===== src/rtl/sensor_sampler_if.sv =====
// ADC conversion handshake between the sampler (master) and the sensor ADC (slave).
interface sensor_sampler_if #(
    parameter int unsigned ADC_W = 10
);
    logic             adc_start;
    logic             adc_done;
    logic [ADC_W-1:0] adc_data;

    modport master (output adc_start, input adc_done, input adc_data);
    modport slave  (input adc_start, output adc_done, output adc_data);
endinterface


===== src/rtl/sensor_sampler.sv =====
// Sensor acquisition controller: sequences ADC conversions, averages bursts, publishes an 8-bit result.
// Optional conversion timeout with sticky error flag: define SENS_TIMEOUT_EN.
module sensor_sampler #(
    parameter int unsigned ADC_W    = 10,
    parameter int unsigned BASE_DIV = 1000,
    parameter int unsigned TIMEOUT  = 255
) (
    input  logic                    clk,
    input  logic                    rst_n,
    input  logic [7:0]              sens_mode,
    sensor_sampler_if.master        adc,
    output logic [7:0]              sens_data_o,
    output logic                    sample_valid,
    output logic                    busy,
    output logic                    sens_err
);
    localparam int unsigned ACC_W  = ADC_W + 3;
    localparam int unsigned WCNT_W = $clog2((BASE_DIV << 7) + 1);

    localparam logic [2:0] S_IDLE  = 3'd0;
    localparam logic [2:0] S_WAIT  = 3'd1;
    localparam logic [2:0] S_START = 3'd2;
    localparam logic [2:0] S_CONV  = 3'd3;
    localparam logic [2:0] S_DONE  = 3'd4;

    localparam logic [1:0] M_OFF    = 2'b00;
    localparam logic [1:0] M_SINGLE = 2'b01;
    localparam logic [1:0] M_AVG    = 2'b11;

    if (ADC_W < 8 || BASE_DIV < 1 || TIMEOUT < 1) begin : g_bad_params
        $error("sensor_sampler: ADC_W must be >= 8, BASE_DIV and TIMEOUT >= 1");
    end

    logic [2:0]        state_q, state_d;
    logic [1:0]        mode_prev_q, mode_prev_d;
    logic [1:0]        mode_sh_q, mode_sh_d;
    logic [1:0]        avg_sh_q, avg_sh_d;
    logic [ACC_W-1:0]  acc_q, acc_d;
    logic [3:0]        cnt_q, cnt_d;
    logic [WCNT_W-1:0] wait_q, wait_d;
    logic              adc_start_q, adc_start_d;
    logic [7:0]        sens_data_q, sens_data_d;
    logic              sample_valid_q, sample_valid_d;
    logic              busy_q, busy_d;
    logic              sens_err_q, sens_err_d;

    logic [1:0]        live_mode;
    logic [WCNT_W-1:0] wait_period;
    logic [3:0]        burst_n;
    logic [7:0]        result;
    logic              reserved_unused;

    assign live_mode       = sens_mode[1:0];
    assign wait_period     = WCNT_W'(BASE_DIV) << sens_mode[4:2];
    assign burst_n         = 4'd1 << avg_sh_q;
    // avg_sh is zero outside averaged mode, so the shift is a no-op there
    assign result          = 8'((acc_q >> avg_sh_q) >> (ADC_W - 8));
    assign reserved_unused = sens_mode[7];

`ifdef SENS_TIMEOUT_EN
    localparam int unsigned TCNT_W = $clog2(TIMEOUT + 1);
    logic [TCNT_W-1:0] tcnt_q, tcnt_d;
`endif

    // Next-state and registered-output logic
    always_comb begin
        state_d        = state_q;
        mode_prev_d    = live_mode;
        mode_sh_d      = mode_sh_q;
        avg_sh_d       = avg_sh_q;
        acc_d          = acc_q;
        cnt_d          = cnt_q;
        wait_d         = wait_q;
        sens_data_d    = sens_data_q;
        sample_valid_d = 1'b0;
        sens_err_d     = sens_err_q;
`ifdef SENS_TIMEOUT_EN
        tcnt_d         = tcnt_q;
`endif
        case (state_q)
            S_IDLE: begin
                if (live_mode[1] || (live_mode == M_SINGLE && mode_prev_q != M_SINGLE))
                    state_d = S_START;
            end
            S_START: begin
                if (cnt_q == 4'd0) begin
                    mode_sh_d = live_mode;
                    avg_sh_d  = (live_mode == M_AVG) ? sens_mode[6:5] : 2'd0;
                end
`ifdef SENS_TIMEOUT_EN
                tcnt_d  = '0;
`endif
                state_d = S_CONV;
            end
            S_CONV: begin
                if (adc.adc_done) begin
                    acc_d   = acc_q + ACC_W'(adc.adc_data);
                    cnt_d   = cnt_q + 4'd1;
                    state_d = (cnt_q + 4'd1 == burst_n) ? S_DONE : S_START;
                end
`ifdef SENS_TIMEOUT_EN
                else if (tcnt_q == TCNT_W'(TIMEOUT)) begin
                    sens_err_d = 1'b1;
                    acc_d      = '0;
                    cnt_d      = '0;
                    wait_d     = '0;
                    state_d    = (mode_sh_q == M_SINGLE) ? S_IDLE : S_WAIT;
                end else begin
                    tcnt_d = tcnt_q + TCNT_W'(1);
                end
`endif
            end
            S_DONE: begin
                sens_data_d    = result;
                sample_valid_d = 1'b1;
                acc_d          = '0;
                cnt_d          = '0;
                wait_d         = '0;
                state_d        = (mode_sh_q == M_SINGLE) ? S_IDLE : S_WAIT;
            end
            S_WAIT: begin
                // Entry cycle plus P counted cycles gives P+1 cycles from sample_valid to adc_start
                if (wait_q == wait_period) state_d = S_START;
                else                       wait_d  = wait_q + WCNT_W'(1);
            end
            default: state_d = S_IDLE;
        endcase

        if (live_mode == M_OFF) begin
            state_d        = S_IDLE;
            acc_d          = '0;
            cnt_d          = '0;
            sens_data_d    = sens_data_q;
            sample_valid_d = 1'b0;
            sens_err_d     = 1'b0;
        end

        adc_start_d = (state_d == S_START);
        busy_d      = (state_d != S_IDLE);
    end

    always_ff @(posedge clk) begin
        if (!rst_n) begin
            state_q        <= S_IDLE;
            mode_prev_q    <= '0;
            mode_sh_q      <= '0;
            avg_sh_q       <= '0;
            acc_q          <= '0;
            cnt_q          <= '0;
            wait_q         <= '0;
            adc_start_q    <= 1'b0;
            sens_data_q    <= '0;
            sample_valid_q <= 1'b0;
            busy_q         <= 1'b0;
            sens_err_q     <= 1'b0;
`ifdef SENS_TIMEOUT_EN
            tcnt_q         <= '0;
`endif
        end else begin
            state_q        <= state_d;
            mode_prev_q    <= mode_prev_d;
            mode_sh_q      <= mode_sh_d;
            avg_sh_q       <= avg_sh_d;
            acc_q          <= acc_d;
            cnt_q          <= cnt_d;
            wait_q         <= wait_d;
            adc_start_q    <= adc_start_d;
            sens_data_q    <= sens_data_d;
            sample_valid_q <= sample_valid_d;
            busy_q         <= busy_d;
            sens_err_q     <= sens_err_d;
`ifdef SENS_TIMEOUT_EN
            tcnt_q         <= tcnt_d;
`endif
        end
    end

    assign adc.adc_start = adc_start_q;
    assign sens_data_o   = sens_data_q;
    assign sample_valid  = sample_valid_q;
    assign busy          = busy_q;
    assign sens_err      = sens_err_q;
endmodule


===== src/flat_wrapper.sv =====
// flat-port wrapper written by rule: the top's interface ports become plain ports
module sensor_sampler_flat 
#(
    parameter int unsigned ADC_W    = 10,
    parameter int unsigned BASE_DIV = 1000,
    parameter int unsigned TIMEOUT  = 255
)
  (clk, rst_n, sens_mode, sens_data_o, sample_valid, busy, sens_err, adc_adc_start, adc_adc_done, adc_adc_data);
  sensor_sampler_if #(.ADC_W(ADC_W)) adc_i ();
  input  logic clk;
  input  logic rst_n;
  input  logic [7:0] sens_mode;
  output logic [7:0] sens_data_o;
  output logic sample_valid;
  output logic busy;
  output logic sens_err;
  output wire logic [$bits(adc_i.adc_start)-1:0] adc_adc_start;
  input wire logic [$bits(adc_i.adc_done)-1:0] adc_adc_done;
  input wire logic [$bits(adc_i.adc_data)-1:0] adc_adc_data;
  assign adc_adc_start = adc_i.adc_start;
  assign adc_i.adc_done = adc_adc_done;
  assign adc_i.adc_data = adc_adc_data;
  sensor_sampler #(.ADC_W(ADC_W), .BASE_DIV(BASE_DIV), .TIMEOUT(TIMEOUT)) u_core (.clk(clk), .rst_n(rst_n), .sens_mode(sens_mode), .adc(adc_i), .sens_data_o(sens_data_o), .sample_valid(sample_valid), .busy(busy), .sens_err(sens_err));
endmodule

===== config.mk =====
export PLATFORM = sky130hd
export DESIGN_NAME = sensor_sampler_flat
export DESIGN_NICKNAME = d
export VERILOG_FILES = /design/src/rtl/sensor_sampler_if.sv /design/src/rtl/sensor_sampler.sv /design/src/flat_wrapper.sv
export SDC_FILE = /design/constraint.sdc
export NUM_CORES = 1
export LEC_CHECK = 0
export BUFFER_PORTS_ARGS = -buffer_cell sky130_fd_sc_hd__buf_2
export CORE_ASPECT_RATIO = 0.7
export CORE_UTILIZATION = 60
export DETAILED_ROUTE_END_ITERATION = 8
export PLACE_DENSITY_LB_ADDON = 0.08
export SLEW_MARGIN = 30
export SYNTH_ARGS = -nofsm -noshare
export SYNTH_HDL_FRONTEND = slang
export SYNTH_SLANG_ARGS = --single-unit

===== constraint.sdc =====
create_clock -name clk -period 6.5 [get_ports clk]
set_input_delay 1.3 -clock clk [delete_from_list [all_inputs] [get_ports clk]]
set_output_delay 1.3 -clock clk [all_outputs]
set_load 0.02 [all_outputs]

**Word-level counts from Yosys, hierarchy flattened**

Cells that the tools add are included.

- Muxes and demuxes: 15
- Eq/ne operators: 13
- Shift-type cells: 3
- Multiply operators: 0
- $lt $le $gt $ge: 0
- Bitwise gates (word level): 2
- Reduce and logical (&&, ||, !) cells: 13
- Add/sub/neg operators: 3
- Div/mod/pow operators: 0

Operator list:

| cell | count |
|---|---|
| case mux 17 bit (2 select lines) | 1 |
| case mux 13 bit (2 select lines) | 1 |
| adder 17 x 1 -> 17 bit (second input constant) | 1 |
| equality test 17 bit | 1 |
| 2-to-1 mux 17 bit | 1 |
| << shifter 10 x 3 -> 17 bit (first input constant) | 1 |
| 2-to-1 mux 3 bit | 5 |
| case mux 3 bit (5 select lines) | 1 |
| adder 13 x 10 -> 13 bit | 1 |
| 2-to-1 mux 13 bit | 1 |
| >> shifter 13 x 2 -> 10 bit | 1 |
| equality test 3 x 2 -> 1 bit (second input constant) | 3 |
| case mux 4 bit (2 select lines) | 1 |
| AND reduction 2 bit | 4 |
| adder 4 x 1 -> 4 bit (second input constant) | 1 |
| equality test 2 x 1 -> 1 bit (second input constant) | 2 |
| equality test 4 bit | 1 |
| logical NOT 4 bit | 1 |
| 2-to-1 mux 4 bit | 1 |
| inequality test 2 bit (second input constant) | 2 |
| nonzero test 2 bit | 2 |
| << shifter 1 x 2 -> 4 bit (first input constant) | 1 |
| equality test 3 x 1 -> 1 bit (second input constant) | 1 |
| equality test 3 bit (second input constant) | 1 |
| 11 further kinds | 13 |

- Memory bits (writable): 0
- Latch bits: 0
- Memories: 0
- Input bits: 21
- Output and inout bits: 12
- Register bits: 54
- Bits in read-only memories: 0

**Longest topological paths before layout**

- Word-level depth: 7
- Gate-level depth with buffers: 9

**Worst setup path before layout**

No wires, ideal clock.

- Path type: in2reg
- Start: in sens_mode[4]
- End: reg u_core.wait_q[0]
- Slack: 3.515 ns
- Required time: 6.373 ns
- Setup time: 0.127 ns
- Cell stages on the path: 7
- Buffers on the path: 1
- Data arrival time: 2.858 ns
- Path through: buf_6 > or3b_1 > o211ai_2 > o2111ai_1 > or3_1 > o211ai_1 > or3b_1

- Cells in the longest elaborated chain, start to end: 4

RTL lines:

| element | RTL line | RTL |
|---|---|---|
| start: declaration | flat_wrapper.sv:12 | `input logic [7:0] sens_mode;` |
| << shifter 10 x 3 -> 17 bit | sensor_sampler.sv:54 | `assign wait_period = WCNT_W'(BASE_DIV) << sens_mode[4:2];` |
| equality test 17 bit | sensor_sampler.sv:123 | `if (wait_q == wait_period) state_d = S_START;` |
| inequality test 2 bit (no line) | n/a |  |
| AND reduction 2 bit (no line) | n/a |  |
| end signal: assignment | sensor_sampler.sv:166 | `wait_q <= wait_d;` |
| end: declaration | sensor_sampler.sv:40 | `logic [WCNT_W-1:0] wait_q, wait_d;` |

Every way passes these cells.
A chain may end at the register's enable or synchronous reset.

**Final worst setup path**

- Start: in sens_mode[3]
- End: reg u_core.state_q[0]

- Cells in the longest elaborated chain, start to end: 5

RTL lines:

| element | RTL line | RTL |
|---|---|---|
| << shifter 10 x 3 -> 17 bit | sensor_sampler.sv:54 |  |
| equality test 17 bit | sensor_sampler.sv:123 |  |
| 2-to-1 mux 3 bit | sensor_sampler.sv:123 |  |
| case mux 3 bit (5 select lines) | sensor_sampler.sv:80 | `case (state_q)` |
| 2-to-1 mux 3 bit | sensor_sampler.sv:129 | `if (live_mode == M_OFF) begin` |
| end signal: assignment | sensor_sampler.sv:160 | `state_q <= state_d;` |
| end: declaration | sensor_sampler.sv:34 | `logic [2:0] state_q, state_d;` |

Every way passes these cells.

==> flow_summary.yaml <==
clock_tree:
  cts_root_buffer: "clkbuf_8"
  h-tree-depth: 2
  worstSkewPairLatency_ns: 0.31
  cts_buffers: 5
  post-cts-setup-buffer-count: 0
  cts.clk_slew.worst_paths_ns: 0.09
  cts.sinks: 54
  cts_max_path_buffers: 2
  cts_tree: "built"
  ctsResizeCount: 0
  postCtsHoldBufs: 0
setup_path:
  arrival_ns: 3.27
  path_max_fanout: 15
  path_delay_family: "simple AND/OR/NAND/NOR gates"
  required_ns: 6.71
  path_cells: "buf_2, nor2b_1, a221o_1, o2111ai_1, nor4b_1, a21oi_1, o21ba_2"
  setup.worst_path.start_class: "input port"
  cp-end-kind: "flop"
  worst_path_max_delay_cell: "nor4b_1"
  slowest_delay_ns: 0.60
  path_class: "in2reg"
  cp.buffers_inverters: 1
floorplanning:
  ios: 33
  initial_core_util_pct: 64.63
  dieWidth_um: 93.35
  core_mm2: 0.005423
  dieArea_mm2: 0.006156
  dieHeight_um: 65.95
  rows: 22
cells_and_area:
  nets: 483
  drive_gt1_share_pct: 12.28
  final_cell_mix: "dfxtp_1 (54), nand2_1 (50), nor2_1 (40)"
  final_common_cell: "dfxtp_1"
  insertedDiodeCount: 0
  areaGrowthSynthToFinish_pct: 6.783
  stdcell_area_mm2: 0.003742
global_route:
  grt_pass1_wl_mm: 13.27
  grt.overflow.total: 0
  antenna_found_initial: 0
  grt_pass1_vias: 2758
  grtUsageTotal_pct: 27.71
  grt_max_degree: 27
route:
  drtIter0Drc: 238
  drtPass1Iterations: 4
  final_antenna_net_count: 0
  wl_per_cell_um: 14.81
  num_vias: 3109
  postRouteWirelength_mm: 7.702
  drc_errors: 0
  vias_per_cell: 5.979
placement:
  dpl-instance-area_mm2: 0.003632
  dp_hpwl_mm: 5.773
  io_buffers: 30
  place.gp.congestion: 0.9284
sta:
  setup_viol: 0
  maxSlewHeadroom_pct: 57.48
  period_needed_ns: 3.058
  fin_skew_ns: 0.005627
  tns_ns: 0
  maxClockFrequency_mhz: 327.0
  hold_viol_final: 0
  drv_slew: 0
  timing.final.crit_share_pct: 47.05
  rsz0062_at_grt: "no"
  tightest_slew_ns: 0.6336
hold_path:
  hold_class: "reg2reg"
power:
  p_leak_nw: 1.425
  peakVddDrop_mv: 0.1361
  power.density_mw_per_mm2: 174.2
logic_synthesis:
  yosysSeqAreaShare_pct: 30.85
  synth_edf_count: 0
  yosysUniqueCellTypes: 61
  synthCells: 432
  synth_flop_cell: "dfxtp_1"
  avgSynthCellArea_um2: 8.113
  yosysWarningCount: 0
  ys_ff_latch: 54
  async_flop_share_pct: 0
  synth_area_mm2: 0.003505
  syn-num-nets: 468
outcome:
  outcome: "finished clean"
run:
  cap_violations: 0
report_power, final:
| part | switching (mW) | leakage (nW) | total (mW) | internal, mW |
|---|---|---|---|---|
| sequential | 0.00908 | 0.437 | 0.347 | 0.338 |
| combinational | 0.0480 | 0.937 | 0.0806 | 0.0325 |
| clock | 0.110 | 0.0514 | 0.225 | 0.115 |
sequential cells by signal, summed over array words and instances (netlist names):
register,count
u_core.state_q,3
u_core.wait_q,17
u_core.mode_prev_q,2
u_core.mode_sh_q,2
u_core.avg_sh_q,2
u_core.sens_data_o,8
u_core.busy,1
u_core.adc.adc_start,1
u_core.acc_q,13
u_core.sample_valid,1
u_core.cnt_q,4
routing by layer:
metal,GRT usage [%],wire [um]
met3,4.713,543
met1,42.37,3975
met2,39.98,3136
met5,0,0
met4,6.731,46
cells in the mapped netlist, drive strengths merged (5+ instances only):
master	count	area (um^2)
nor2	40	150.1
o21a	5	37.54
a21boi	10	78.82
and3	6	37.54
nand4	5	31.28
buf	11	73.82
nand2	50	187.7
or3	10	62.56
xor2	12	105.1
nor3	13	65.06
and2	6	37.54
nor2b	12	75.07
mux4	8	180.2
nand2b	7	43.79
o21ai	16	80.07
mux2i	8	80.08
nand3	20	105.1
ha	14	175.2
inv	18	67.56
xnor2	11	96.34
a21oi	23	115.1
dfxtp	54	1081
clkbuf	12	46.29
path summary, 6_finish.rpt:
path	start	endpoint	slack (ns)	depth (start not counted)
hold / removal	u_core.sens_data_o[1]$_SDFFE_PN0P_	u_core.sens_data_o[1]$_SDFFE_PN0P_	0.47	2
setup reg to reg	u_core.acc_q[0]$_SDFFE_PP0P_	u_core.acc_q[12]$_SDFFE_PP0P_	4.17	9
hold reg to reg	u_core.sens_data_o[1]$_SDFFE_PN0P_	u_core.sens_data_o[1]$_SDFFE_PN0P_	0.47	2
setup / recovery	sens_mode[3]	u_core.state_q[0]$_SDFF_PN0_	3.44	7
layout make-up:
| class | count | area [um^2] |
|---|---|---|
| Multi-Input combinational cell | 337 | 2236 |
| Clock inverter | 2 | 37.54 |
| Fill cell | 454 | 1680 |
| Timing Repair Buffer | 31 | 157.7 |
| Tap cell | 72 | 90.09 |
| Sequential cell | 54 | 1081 |
| Inverter | 18 | 67.56 |
| Clock buffer | 6 | 72.57 |
worst register-to-register path, cell delays in order (launching register included):
cell,delay (ns)
dfxtp_1,0.35
ha_1,0.17
inv_1,0.06
fa_1,0.40
nor2b_1,0.14
o21a_1,0.17
o21ai_0,0.16
a211oi_1,0.47
mux2i_1,0.25
nand2_1,0.07
cell families (layout without fill, tap and decap cells):
group | after synthesis | count (layout) | share of synthesized area (%)
flops | 54 | 54 | 30.85
simple gates | 192 | 192 | 27.78
mux | 16 | 16 | 7.426
fa+ha+maj | 15 | 15 | 5.570
buf+inv | 41 | 57 | 5.355
compound gates | 90 | 90 | 17.17
other cells | 1 | 1 | 0.1070
xor+xnor | 23 | 23 | 5.748
through the flow:
stage / utilization, % / hold slack (ns) / setup WS [ns] / std cells / power [mW]
global placement: 66.98 / 0.4470 / 3.153 / 512 / 0.4306
CTS: 69.01 / 0.4723 / 3.467 / 520 / 0.6571
finish: 69.01 / 0.4657 / 3.442 / 520 / 0.6518
global route: 69.01 / 0.4976 / 3.308 / 520 / 0.6817
floorplan: - / 0.4451 / 3.515 / 432 / 0.4127
detailed placement: 66.98 / 0.4604 / 3.151 / 512 / 0.4326
Power figures use the tool's default switching activity.
